## src/rtl/tqvp_gera_gray_reader.sv

```systemverilog
// Debounced 4-bit Gray-code position reader with a small register file.
// Define GRAY_READER_ERRCNT_EN to implement the saturating skip-error counter at address 0x2.
module tqvp_gera_gray_reader (
  input  logic       clk,
  input  logic       rst_n,
  input  logic [7:0] ui_in,
  output logic [7:0] uo_out,
  input  logic [3:0] address,
  input  logic       data_write,
  input  logic [7:0] data_in,
  output logic [7:0] data_out
);

  function automatic logic [3:0] gray2bin(input logic [3:0] g);
    logic [3:0] b;
    b[3] = g[3];
    b[2] = g[2] ^ b[3];
    b[1] = g[1] ^ b[2];
    b[0] = g[0] ^ b[1];
    return b;
  endfunction

  logic [3:0] cand_q, cand_d;
  logic [7:0] stable_q, stable_d;
  logic [7:0] deb_q, deb_d;
  logic [3:0] gray_q, gray_d;
  logic       valid_q, valid_d;
  logic [7:0] pos_q, pos_d;
  logic       err_q, err_d;
  logic       dir_q, dir_d;

  logic [3:0] code_s;
  logic [3:0] b_old_s;
  logic [3:0] b_new_s;
  logic [3:0] delta_s;
  logic       accept_s;
  logic       skip_s;
  logic       wr_status_s;
  logic       wr_pos_s;
  logic       wr_deb_s;
  logic [7:0] errcnt_rd_s;
  logic       unused_ok_s;

  assign code_s      = ui_in[3:0];
  assign unused_ok_s = ^ui_in[7:4];
  assign b_old_s     = gray2bin(gray_q);
  assign b_new_s     = gray2bin(cand_q);
  assign delta_s     = b_new_s - b_old_s;
  assign accept_s    = (cand_q == code_s) && (stable_q == deb_q) && ((cand_q != gray_q) || !valid_q);
  assign wr_status_s = data_write && (address == 4'h0);
  assign wr_pos_s    = data_write && (address == 4'h1);
  assign wr_deb_s    = data_write && (address == 4'h3);

  // Next-state: sampling, accept/step, then register writes (writes beat steps, errors beat clears)
  always_comb begin
    cand_d   = cand_q;
    stable_d = stable_q;
    gray_d   = gray_q;
    valid_d  = valid_q;
    pos_d    = pos_q;
    err_d    = err_q;
    dir_d    = dir_q;
    deb_d    = deb_q;
    skip_s   = 1'b0;

    if (code_s != cand_q) begin
      cand_d   = code_s;
      stable_d = 8'd0;
    end else if (stable_q < deb_q) begin
      stable_d = stable_q + 8'd1;
    end else begin
      stable_d = stable_q;
    end

    if (accept_s) begin
      gray_d  = cand_q;
      valid_d = 1'b1;
      if (valid_q) begin
        case (delta_s)
          4'd1: begin
            pos_d = pos_q + 8'd1;
            dir_d = 1'b1;
          end
          4'd15: begin
            pos_d = pos_q - 8'd1;
            dir_d = 1'b0;
          end
          default: skip_s = 1'b1;
        endcase
      end else begin
        skip_s = 1'b0;
      end
    end else begin
      gray_d = gray_q;
    end

    if (wr_status_s && data_in[0]) begin
      err_d = 1'b0;
    end else begin
      err_d = err_q;
    end
    if (skip_s) begin
      err_d = 1'b1;
    end else begin
      err_d = err_d;
    end

    if (wr_pos_s) begin
      pos_d = data_in;
    end else if (wr_status_s && data_in[1]) begin
      pos_d = 8'd0;
    end else begin
      pos_d = pos_d;
    end

    if (wr_deb_s) begin
      deb_d    = data_in;
      stable_d = 8'd0;
    end else begin
      deb_d = deb_q;
    end
  end

  // State registers
  always_ff @(posedge clk or negedge rst_n) begin
    if (!rst_n) begin
      cand_q   <= 4'd0;
      stable_q <= 8'd0;
      deb_q    <= 8'h04;
      gray_q   <= 4'd0;
      valid_q  <= 1'b0;
      pos_q    <= 8'd0;
      err_q    <= 1'b0;
      dir_q    <= 1'b0;
    end else begin
      cand_q   <= cand_d;
      stable_q <= stable_d;
      deb_q    <= deb_d;
      gray_q   <= gray_d;
      valid_q  <= valid_d;
      pos_q    <= pos_d;
      err_q    <= err_d;
      dir_q    <= dir_d;
    end
  end

`ifdef GRAY_READER_ERRCNT_EN
  logic [7:0] errcnt_q, errcnt_d;

  // Counter clears first so a coincident skip still counts once
  always_comb begin
    if (wr_status_s && data_in[0]) begin
      errcnt_d = 8'd0;
    end else begin
      errcnt_d = errcnt_q;
    end
    if (skip_s && (errcnt_d != 8'hFF)) begin
      errcnt_d = errcnt_d + 8'd1;
    end else begin
      errcnt_d = errcnt_d;
    end
  end

  // Error counter register
  always_ff @(posedge clk or negedge rst_n) begin
    if (!rst_n) begin
      errcnt_q <= 8'd0;
    end else begin
      errcnt_q <= errcnt_d;
    end
  end

  assign errcnt_rd_s = errcnt_q;
`else
  assign errcnt_rd_s = 8'd0;
`endif

  // Read mux
  always_comb begin
    data_out = 8'd0;
    case (address)
      4'h0:    data_out = {err_q, dir_q, valid_q, 1'b0, b_old_s};
      4'h1:    data_out = pos_q;
      4'h2:    data_out = errcnt_rd_s;
      4'h3:    data_out = deb_q;
      default: data_out = 8'd0;
    endcase
  end

  assign uo_out = pos_q;

endmodule
```

## config.mk

```make
export PLATFORM = sky130hd
export DESIGN_NAME = tqvp_gera_gray_reader
export DESIGN_NICKNAME = d
export VERILOG_FILES = /design/src/rtl/tqvp_gera_gray_reader.sv
export SDC_FILE = /design/constraint.sdc
export NUM_CORES = 1
export LEC_CHECK = 0
export CAP_MARGIN = 20
export CORE_ASPECT_RATIO = 1.2
export CORE_MARGIN = 1.5
export CORE_UTILIZATION = 58
export DETAILED_ROUTE_END_ITERATION = 6
export GPL_TIMING_DRIVEN = 0
export PLACE_DENSITY_LB_ADDON = 0.08
export SETUP_SLACK_MARGIN = 0.05
export SYNTH_ARGS = -nofsm -noshare
export SYNTH_HDL_FRONTEND = slang
export SYNTH_SLANG_ARGS = --single-unit
```

## constraint.sdc

```tcl
create_clock -name clk -period 10.3 [get_ports clk]
set_clock_uncertainty 0.2 [all_clocks]
set_input_delay 1.545 -clock clk [delete_from_list [all_inputs] [get_ports clk]]
set_output_delay 1.545 -clock clk [all_outputs]
set_load 0.01 [all_outputs]
```

==> summary.txt, run 1 <==
Yosys
  • Post-synth top flop: dfrtp_1
  • Synthesized cell area: 0.00248 sq mm
  • Commonest cells in the netlist: dfrtp_1, inv_1, ha_1, xor2_1, mux2_2
  • Largest area contributor in the netlist: dfrtp_1
  • Area share of the largest cell type after synthesis: 34.4%
  • Most numerous cell in the Yosys netlist: dfrtp_1
  • Yosys reg bits: 35
  • Post-Syn Instances: 240
  • EDFF count, synth: 0
  • Cell variety after synth: 55
  • Syn_nets: 283
  • Post-synthesis sequential area ratio: 35.4%
  • Main area contributors after synthesis: dfrtp_1, ha_1, mux2_2
  • Synth async-reset ratio: 100%
  • Syn. warnings: 0
  • Syn Area/Cell: 10.3 sq um

Power
  • Post-route total power: 0.714 mW
  • Leakage: 1.36 nW
  • VDD IR-drop max: 0.194 mV
  • Logic pwr share: 58.4%
  • Sw frac: 39.9%
  • Clk pwr share: 13.0%
  • Flop pwr share: 28.6%
  • P per Cell Area: 242 mW/mm^2
  • Internal power: 0.429 mW
  • Psw: 0.285 mW

Final layout
  • Nets: 324
  • Layout cell share with drive strength beyond 1: 13.6%
  • Antenna diodes: 0
  • Synthesis-to-layout area growth: 19.2%
  • Fillcell total: 337

Global route
  • First-pass GRT wire length: 9440 um
  • Vias in the first global route: 2,019
  • Initial antenna violation count: 0
  • Grt ovf: 0
  • Largest net degree at the start of global routing: 36
  • GRT Resource Usage Total: 26.1%

Detailed routing
  • Via count: 2,035
  • DRC: 0
  • WL final: 5590 um
  • Vias per cell: 6.09
  • Antenna Nets Post-Route: 0
  • Pre-antenna DRT Iters: 4
  • WL/cell: 16.7 um
  • DRT iter0 DRCs: 132

Critical path
  • Worst setup SP type: input pin
  • Crit path buffers/inverters: 2
  • Worst EP required: 8.56 ns
  • CP max FO: 10
  • Delay-heaviest family, CP: buffers and inverters
  • Cell mode on critical path: clkdlybuf4s50_1
  • CP max stage delay: 0.90 ns
  • Worst-path cell chain: clkdlybuf4s50_1, nor4b_2, a22oi_1, o21ai_0, clkdlybuf4s50_1
  • Crit Path Category: input pin to output pin
  • Worst path arrival time: 3.87 ns
  • Slowest CP cell: nor4b_2
  • Worst Setup End Kind: output pin

CTS
  • Hold buffers post-CTS: 0
  • Cts bufs inserted: 5
  • Bufs on Longest Clock Path: 2
  • Post-CTS Resized: 0
  • CTS H-tree depth: 2
  • Worst-Skew Late Latency: 0.29 ns
  • Postcts setup bufs: 0
  • Clk sinks: 35
  • CTS tree: built
  • Reg clk slew, reported paths: 0.07 ns
  • CTS Root Cell: clkbuf_8

Floorplan
  • Initial Utilization: 61.8%
  • Die area: 0.00467 sq mm
  • Core area: 0.00400 sq mm
  • Die width: 62.6 um
  • Die H: 74.6 um
  • Core Rows: 25
  • IO Count: 39

Placed design
  • IO buf count: 34
  • Gp weighted congestion: 0.890
  • Final HPWL DP: 4220 um

STA
  • Fin crit period: 5.61 ns
  • Max Slew Vio Count: 0
  • Max Fclk: 178 MHz
  • RSZ-0062 raised after global routing: false
  • Fin crit share: 54.5%
  • Measured slew at the worst slew-check pin: 1.00 ns
  • Hold Violations, Final: 0
  • Setup violators final: 0
  • Rel. slew slack: 33.1%
  • Sum of negative setup slack: 0 ns

Worst hold path
  • Worst min-delay path category: register to register

Flow run
  • Maxcap violations: 0

Outcome
  • Status: finished clean
layout make-up:
cell class                 count  area [sq um]  area share, %
buffer                        10          45.0           1.53
clock buffer                   6          72.6           2.46
inverter                      21          78.8           2.67
multi-input combinational    174          1480           50.0
sequential                    35           877           29.7
tap                           54          67.6           2.29
timing repair buffer          34           335           11.4
state kept, by name, summed over array words and instances (netlist names):
| register | count |
|---|---|
| cand_q | 4 |
| deb_q | 8 |
| dir_q | 1 |
| err_q | 1 |
| gray_q | 4 |
| stable_q | 8 |
| uo_out | 8 |
| valid_q | 1 |
power groups by stage:
stage	Sequential [mW]	Combinational, mW	Clock [mW]
detailed placement	0.206	0.410	0
finish	0.204	0.417	0.0929
floorplan	0.201	0.312	0
CTS	0.204	0.413	0.0952
global route	0.208	0.462	0.0994
global placement	0.205	0.397	0
per-layer routing:
layer	wire length, um	up-vias	track usage, %
li1	-	977	-
met2	2820	59	47.1
met5	0	-	0
met4	72	0	8.40
met3	271	6	5.30
met1	2430	993	31.9
per-stage QoR:
| stage | setup slack, ns | util, % | instances | hold slack (ns) | cell area (sq um) |
|---|---|---|---|---|---|
| floorplan | 5.95 | - | 240 | 0.246 | 2480 |
| global route | 4.60 | 73.7 | 334 | 0.313 | 2950 |
| CTS | 4.73 | 73.7 | 334 | 0.294 | 2950 |
| global placement | 4.76 | 72.0 | 328 | 0.280 | 2880 |
| detailed placement | 4.75 | 71.9 | 328 | 0.273 | 2880 |
| finish | 4.69 | 73.7 | 334 | 0.303 | 2950 |
worst min-delay path: cells and delay by family (launching register included):
family | cells | cell delay (ns)
simple gates | 1 | 0.06
compound gates | 1 | 0.06
flops | 1 | 0.35
placed cells by master, fill, tap and decap left out, drive strengths merged, types with 2 or more instances in the layout:
cell           netlist  final
o31ai                4      4
mux2i                2      2
o21a                 2      2
clkbuf               9     15
nor2                 4      4
dfrtp               34     34
a222oi               6      6
inv                 21     21
xnor2                7      7
or2                  2      2
nand2b               3      3
a22o                 7      7
a211oi               3      3
o21ai                6      6
clkdlybuf4s50        0     33
a21oi               12     12
mux2                19     19
nand2               11     11
or4                  5      5
fa                   2      2
nand4                3      3
a21o                 4      4
buf                  1      2
or3                  2      2
nor3                 3      3
xor2                13     13
o211ai               2      2
nand3               10     10
and2                 3      3
ha                  18     18
nor4                 5      5
worst paths after layout:
check / cells after the start / startpoint / end / slack, ns
max: 5 / address[3] / data_out[1] / 4.69
min: 2 / err_q / err_q / 0.30
max reg2reg: 15 / gray_q[3] / uo_out[7] / 5.27
min reg2reg: 2 / err_q / err_q / 0.30
max in group asynchronous: 1 / rst_n / uo_out[2] / 8.26
min in group asynchronous: 1 / rst_n / stable_q[6] / 1.13
cells by family after synthesis:
| logic type | after synthesis | share of synthesized area (%) |
|---|---|---|
| compound gates | 54 | 16.4 |
| xor+xnor | 20 | 7.07 |
| fa+ha+maj | 20 | 10.7 |
| buf+inv | 31 | 5.00 |
| flops | 35 | 35.4 |
| mux | 21 | 10.5 |
| simple gates | 59 | 14.9 |
Note: power is estimated with default switching activity, not from simulation.
==> inputs of run 2 (changes only) <==
--- a/config.mk
+++ b/config.mk
@@ -8,7 +8,7 @@
 export CAP_MARGIN = 20
 export CORE_ASPECT_RATIO = 1.2
 export CORE_MARGIN = 1.5
-export CORE_UTILIZATION = 58
+export CORE_UTILIZATION = 49
 export DETAILED_ROUTE_END_ITERATION = 6
 export GPL_TIMING_DRIVEN = 0
 export PLACE_DENSITY_LB_ADDON = 0.08
==> constraint.sdc (replaced) <==
create_clock -name clk -period 4.69 [get_ports clk]
set_clock_uncertainty 0.2 [all_clocks]
set_input_delay 0.7035 -clock clk [delete_from_list [all_inputs] [get_ports clk]]
set_output_delay 0.7035 -clock clk [all_outputs]
set_load 0.01 [all_outputs]
==> run 2 against run 1 <==
  * Via count is 0.98% lower
  * Die area is 18% higher
  * Clock-buffer cell count is 2 higher
  * Largest cell class unchanged
==> summary.txt, run 2 (synthesis results as in run 1) <==
Outcome
  • Status: finished clean

Power
  • VDD IR-drop max: 0.369 mV (+90%)
  • Sw frac: 39.0% (-0.87 points)
  • Leakage: 1.43 nW (+5.3%)
  • Logic pwr share: 59.3% (+0.9 points)
  • Psw: 0.671 mW (+140%)
  • Internal power: 1.05 mW (+140%)
  • Flop pwr share: 26.4% (-2.2 points)
  • P per Cell Area: 556 mW/mm^2 (+130%)
  • Clk pwr share: 14.3% (+1.3 points)

Critical path
  • Crit Path Category: register to register
  • Worst-path cell chain: xor2_2, xnor2_2, xor2_1, ha_1, fa_1, xor2_1, or3_1, nor3_4, buf_4, ha_1, nand3_1, o211ai_1, o41ai_2, xnor2_1, or3b_1, o2111a_1
  • CP max stage delay: 0.45 ns (-0.45 ns)
  • Flop2flop setup slack: 0.29 ns (-4.98 ns)
  • Worst EP required: 4.67 ns (-3.89 ns)
  • Worst Setup End Kind: register
  • Worst path arrival time: 4.38 ns (+0.51 ns)
  • Cells on worst reg2reg path: 16 (+1)
  • Worst setup SP type: register
  • CP max FO: 5 (-5)
  • Slowest CP cell: dfrtp_2

STA
  • Max Fclk: 228 MHz
  • RSZ-0062 raised after global routing: false
  • Max Slew Vio Count: 0 (unchanged)
  • Setup violators final: 0 (unchanged)
  • Rel. slew slack: 36.2% (+3.1 points)
  • Hold_ws: 0.293 ns (-0.00971 ns)
  • Measured slew at the worst slew-check pin: 0.954 ns (-0.0463 ns)
  • Fin crit share: 93.7%
  • Fin crit period: 4.40 ns
  • Hold Violations, Final: 0 (unchanged)
  • Sum of negative setup slack: 0 ns (unchanged)

Placed design
  • Final HPWL DP: 4110 um (-2.6%)
  • Gp weighted congestion: 0.791 (-11%)
  • IO buf count: 34 (unchanged)
  • Placed instance count: 334 (+1.8%)
  • Post-Place Cell Area: 0.00289 sq mm (+0.26%)

Global route
  • Grt ovf: 0 (unchanged)
  • Initial antenna violation count: 0 (unchanged)
  • GRT Resource Usage Total: 22.0% (-4.2 points)
  • First-pass GRT wire length: 9170 um (-2.8%)
  • Vias in the first global route: 1,960 (-2.9%)
  • Largest net degree at the start of global routing: 36 (unchanged)

CTS
  • CTS Root Cell: clkbuf_8
  • Clk sinks: 35 (unchanged)
  • Reg clk slew, reported paths: 0.07 ns (about the same)
  • Cts bufs inserted: 5 (unchanged)
  • Bufs on Longest Clock Path: 2 (unchanged)
  • CTS H-tree depth: 2 (unchanged)
  • CTS tree: built
  • Hold buffers post-CTS: 0 (unchanged)
  • Worst-Skew Late Latency: 0.29 ns (about the same)

Detailed routing
  • DRT iter0 DRCs: 124 (-6.1%)
  • Pre-antenna DRT Iters: 4 (unchanged)
  • DRC: 0 (unchanged)
  • Antenna Nets Post-Route: 0 (unchanged)
  • WL final: 5660 um (+1.2%)
  • Via count: 2,015 (-0.98%)
  • Vias per cell: 5.77 (-5.2%)
  • WL/cell: 16.2 um (-3.2%)

Final layout
  • Fin cells: 349 (+4.5%)
  • Layout cell share with drive strength beyond 1: 19.0% (+5.5 points)
  • Register Area: 880 sq um (+0.29%)
  • Antenna diodes: 0 (unchanged)
  • Nets: 331 (+2.2%)
  • Most common cell after layout, fill and taps aside: clkdlybuf4s50_1
  • Fillcell total: 451 (+34%)
  • Multi-input logic area: 0.00153 sq mm (+3.5%)
  • Synthesis-to-layout area growth: 24.9%
  • Commonest non-fill, non-tap cells in the layout: clkdlybuf4s50_1, dfrtp_1, inv_1
  • Fin area: 0.00309 sq mm (+4.8%)
  • Core occupancy in the finished layout: 63.1% (-11 points)

Floorplan
  • IO Count: 39 (unchanged)
  • Core Rows: 28 (+12%)
  • Die area: 0.00549 sq mm (+18%)
  • Die width: 67.9 um (+8.4%)
  • Core area: 0.00490 sq mm (+22%)
  • Initial Utilization: 50.5% (-11 points)
  • Die H: 80.9 um (+8.4%)

Worst hold path
  • Worst min-delay path category: input pin to async pin

Flow run
  • Maxcap violations: 0 (unchanged)
==> run 2: worst paths after layout <==
kind	from	to
hold / removal	rst_n	stable_q[6]
hold reg to reg	err_q	err_q
setup reg to reg	cand_q[3]	uo_out[7]
setup / recovery	cand_q[3]	uo_out[7]
max in group asynchronous	rst_n	gray_q[3]
min in group clk	err_q	err_q
==> run 2: what timing repair did <==
| action | in CTS | in global routing |
|---|---|---|
| resized for setup | 2 | 7 |
| buffers inserted | 3 | 4 |
| pin swaps | 1 | 5 |
| setup endpoints to repair | 4 | 3 |
==> run 2: layer usage <==
metal	global-route usage [%]	vias to the layer above	share of wire (%)
li1	-	986	-
met1	29.1	979	46
met2	37.1	44	49
met3	3.46	6	4.1
met4	6.00	0	1.2
met5	0	-	0
==> run 2: area by class of cell <==
| class | instances | area share [%] |
|---|---|---|
| tap | 60 | 2.43 |
| buffer | 10 | 1.46 |
| inverter | 21 | 2.55 |
| timing repair buffer | 41 | 12.5 |
| clock buffer | 8 | 3.24 |
| multi-input combinational | 174 | 49.4 |
| sequential | 35 | 28.4 |
==> run 2: stage by stage <==
step / worst slack (ns) / power, mW
floorplan: 0.339 / 1.13
global placement: -0.396 / 1.34
detailed placement: -0.458 / 1.36
CTS: 0.0814 / 1.66
global route: 0.0512 / 1.85
finish: 0.295 / 1.72
==> run 2: power by group through the flow <==
stage | Sequential (mW) | Clock (mW) | Combinational (mW)
global placement | 0.453 | 0 | 0.889
finish | 0.455 | 0.246 | 1.02
floorplan | 0.441 | 0 | 0.685
CTS | 0.450 | 0.250 | 0.961
detailed placement | 0.455 | 0 | 0.907
global route | 0.464 | 0.259 | 1.13
==> run 2: worst max-delay path: cells and delay by family, from the launching register on <==
family / cells / cell delay (ns)
AO/OA/AOI/OAI: 3 / 0.66
XOR/XNOR: 5 / 0.88
adder cells (fa/ha/maj): 3 / 0.87
buffers and inverters: 1 / 0.17
flip-flops: 1 / 0.45
AND/OR/NAND/NOR: 4 / 1.03
==> inputs of run 3 (changes only) <==
--- a/config.mk
+++ b/config.mk
@@ -7,11 +7,12 @@
 export LEC_CHECK = 0
 export CAP_MARGIN = 20
 export CORE_ASPECT_RATIO = 1.2
-export CORE_MARGIN = 1.5
+export CORE_MARGIN = 2
 export CORE_UTILIZATION = 49
 export DETAILED_ROUTE_END_ITERATION = 6
 export GPL_TIMING_DRIVEN = 0
 export PLACE_DENSITY_LB_ADDON = 0.08
+export RECOVER_POWER = 100
 export SETUP_SLACK_MARGIN = 0.05
 export SYNTH_ARGS = -nofsm -noshare
 export SYNTH_HDL_FRONTEND = slang
==> run 3 against run 2 <==
  * The run now ends with capacitance limit, slew limit left
  * Clock power is essentially flat
  * Critical path type unchanged
  * Largest power group unchanged
  * Power shrank 2.5%
  * Maximum frequency down 0.14%
==> summary.txt, run 3 (synthesis results as in run 1) <==
Final layout
  • Core occupancy in the finished layout: 62.2% (-0.84 points)
  • Commonest non-fill, non-tap cells in the layout: dfrtp_1, inv_1, dlygate4sd3_1
  • Fillcell total: 439 (-2.7%)
  • Multi-input logic area: 0.00150 sq mm (-1.6%)
  • Most common cell after layout, fill and taps aside: dfrtp_1
  • Nets: 330 (-0.30%)
  • Register Area: 878 sq um (-0.14%)
  • Antenna diodes: 0 (unchanged)
  • Layout cell share with drive strength beyond 1: 16.0% (-3.1 points)
  • Synthesis-to-layout area growth: 23.2%

Critical path
  • CP max stage delay: 0.46 ns (about the same)
  • Worst path arrival time: 4.38 ns (about the same)
  • Worst setup SP type: register
  • Crit path buffers/inverters: 1 (unchanged)
  • Worst flop-to-flop path endpoint: uo_out[7]
  • CP max FO: 5 (unchanged)
  • Slowest CP cell: dfrtp_1
  • Worst-path cell chain: xor2_2, xnor2_2, xor2_1, ha_1, fa_1, xor2_1, or3_1, nor3_4, buf_4, ha_1, nand3_1, o211ai_1, o41ai_2, xnor2_1, or3b_1, o2111a_1
  • Delay-heaviest family, CP: simple AND/OR/NAND/NOR gates
  • Flop2flop setup slack: 0.29 ns (about the same)
  • R2r startpoint: cand_q[3]
  • Worst Setup End Kind: register
  • Crit Path Category: register to register
  • Worst EP required: 4.66 ns (about the same)
  • Cells on worst reg2reg path: 16 (unchanged)

Detailed routing
  • Vias per cell: 5.85 (+1.3%)
  • Via count: 2,035 (+0.99%)
  • Antenna Nets Post-Route: 0 (unchanged)
  • Pre-antenna DRT Iters: 6 (+2)
  • DRT iter0 DRCs: 189 (+52%)
  • WL final: 5640 um (-0.30%)
  • DRC: 0 (unchanged)
  • WL/cell: 16.2 um (about the same)

Placed design
  • Final HPWL DP: 4190 um (+1.9%)
  • Dpl ws: -0.462 ns (-0.00329 ns)
  • Gp weighted congestion: 0.778 (-1.6%)
  • IO buf count: 34 (unchanged)

Floorplan
  • Die H: 81.9 um (+1.2%)
  • IO Count: 39 (unchanged)
  • Die width: 68.9 um (+1.5%)
  • Die area: 0.00564 sq mm (+2.7%)
  • Initial Utilization: 50.5% (unchanged)
  • Core Rows: 28 (unchanged)
  • Core area: 0.00490 sq mm (unchanged)

STA
  • Fin worst setup slack: 0.288 ns (-0.00636 ns)
  • Hold Violations, Final: 0 (unchanged)
  • Max Slew Vio Count: 36 (+36)
  • Hold_ws: 0.284 ns (-0.00845 ns)
  • RSZ-0062 raised after global routing: false
  • Fin crit period: 4.40 ns (+0.00636 ns)
  • Setup violators final: 0 (unchanged)
  • Sum of negative setup slack: 0 ns (unchanged)
  • Fin crit share: 93.9% (+0.14 points)
  • Max Fclk: 227 MHz (-0.14%)
  • Measured slew at the worst slew-check pin: 1.96 ns (+1.01 ns)
  • Rel. slew slack: -30.9% (-67 points)

Worst hold path
  • Worst Hold Launch: err_q
  • Hold Path Depth: 2
  • Hold Path End: err_q
  • Worst min-delay path category: register to register

Global route
  • Vias in the first global route: 1,882 (-4.0%)
  • GRT Resource Usage Total: 21.2% (-0.73 points)
  • First-pass GRT wire length: 8900 um (-2.9%)
  • Largest net degree at the start of global routing: 36 (unchanged)
  • Initial antenna violation count: 0 (unchanged)
  • Grt ovf: 0 (unchanged)

CTS
  • CTS tree: built
  • CTS H-tree depth: 2 (unchanged)
  • Clk sinks: 35 (unchanged)
  • Cts bufs inserted: 5 (unchanged)
  • CTS Root Cell: clkbuf_8
  • Bufs on Longest Clock Path: 2 (unchanged)
  • Worst-Skew Late Latency: 0.29 ns (about the same)
  • Reg clk slew, reported paths: 0.07 ns (about the same)
  • Hold buffers post-CTS: 0 (unchanged)

Outcome
  • Violated checks: capacitance limit, slew limit
  • Status: finished, violations left

Power
  • VDD IR-drop max: 0.400 mV (+8.2%)
  • Post-route total power: 1.68 mW (-2.5%)
  • P per Cell Area: 550 mW/mm^2 (-1.2%)
  • Leakage: 1.45 nW (+1.4%)

Flow run
  • Maxcap violations: 1 (+1)
## run 3: where the power goes
part / internal, mW / switching (mW)
Sequential: 0.368 / 0.0822
Clock: 0.134 / 0.110
Combinational: 0.517 / 0.465
Total: 1.02 / 0.658
## run 3: worst min-delay path, cell delays in order (launching register included)
cell and delay (ns):
dfrtp_1 0.35, nand2_1 0.05, o31ai_1 0.05
## run 3: layout make-up
class	count	share of cell area, %
tap	60	2.46
buffer	10	1.23
sequential	35	28.8
timing repair buffer	40	12.4
multi-input combinational	174	49.2
inverter	21	2.58
clock buffer	8	3.28
## run 3: metal layers
layer,global-route usage [%],wire [um]
met1,26.9,2450
met2,36.5,2770
met3,3.70,357
met4,6.27,71
met5,0,0
## run 3: worst max-delay path by stage
stage	cells after the start	slack [ns]	end	startpoint
5_1_grt	15	0.06	uo_out[7]	gray_q[2]
2_1_floorplan	15	0.34	uo_out[7]	cand_q[3]
4_1_cts	16	0.18	uo_out[7]	cand_q[3]
3_5_place_dp	15	-0.46	uo_out[7]	gray_q[3]
3_3_place_gp	15	-0.35	uo_out[7]	gray_q[3]
6_report	16	0.29	uo_out[7]	cand_q[3]
## run 3: what timing repair did
item,in CTS,in global routing
endpoints found under the setup margin,5,2
hold endpoints to repair,0,0
pin swaps,1,2
gates resized for setup,4,3
setup buffers,4,2
## run 3: metrics by stage
| stage | area (sq um) | cells |
|---|---|---|
| finish | 3050 | 348 |
| CTS | 3050 | 346 |
| global placement | 2890 | 334 |
| global route | 3050 | 348 |
| detailed placement | 2890 | 334 |
| floorplan | 2480 | 240 |
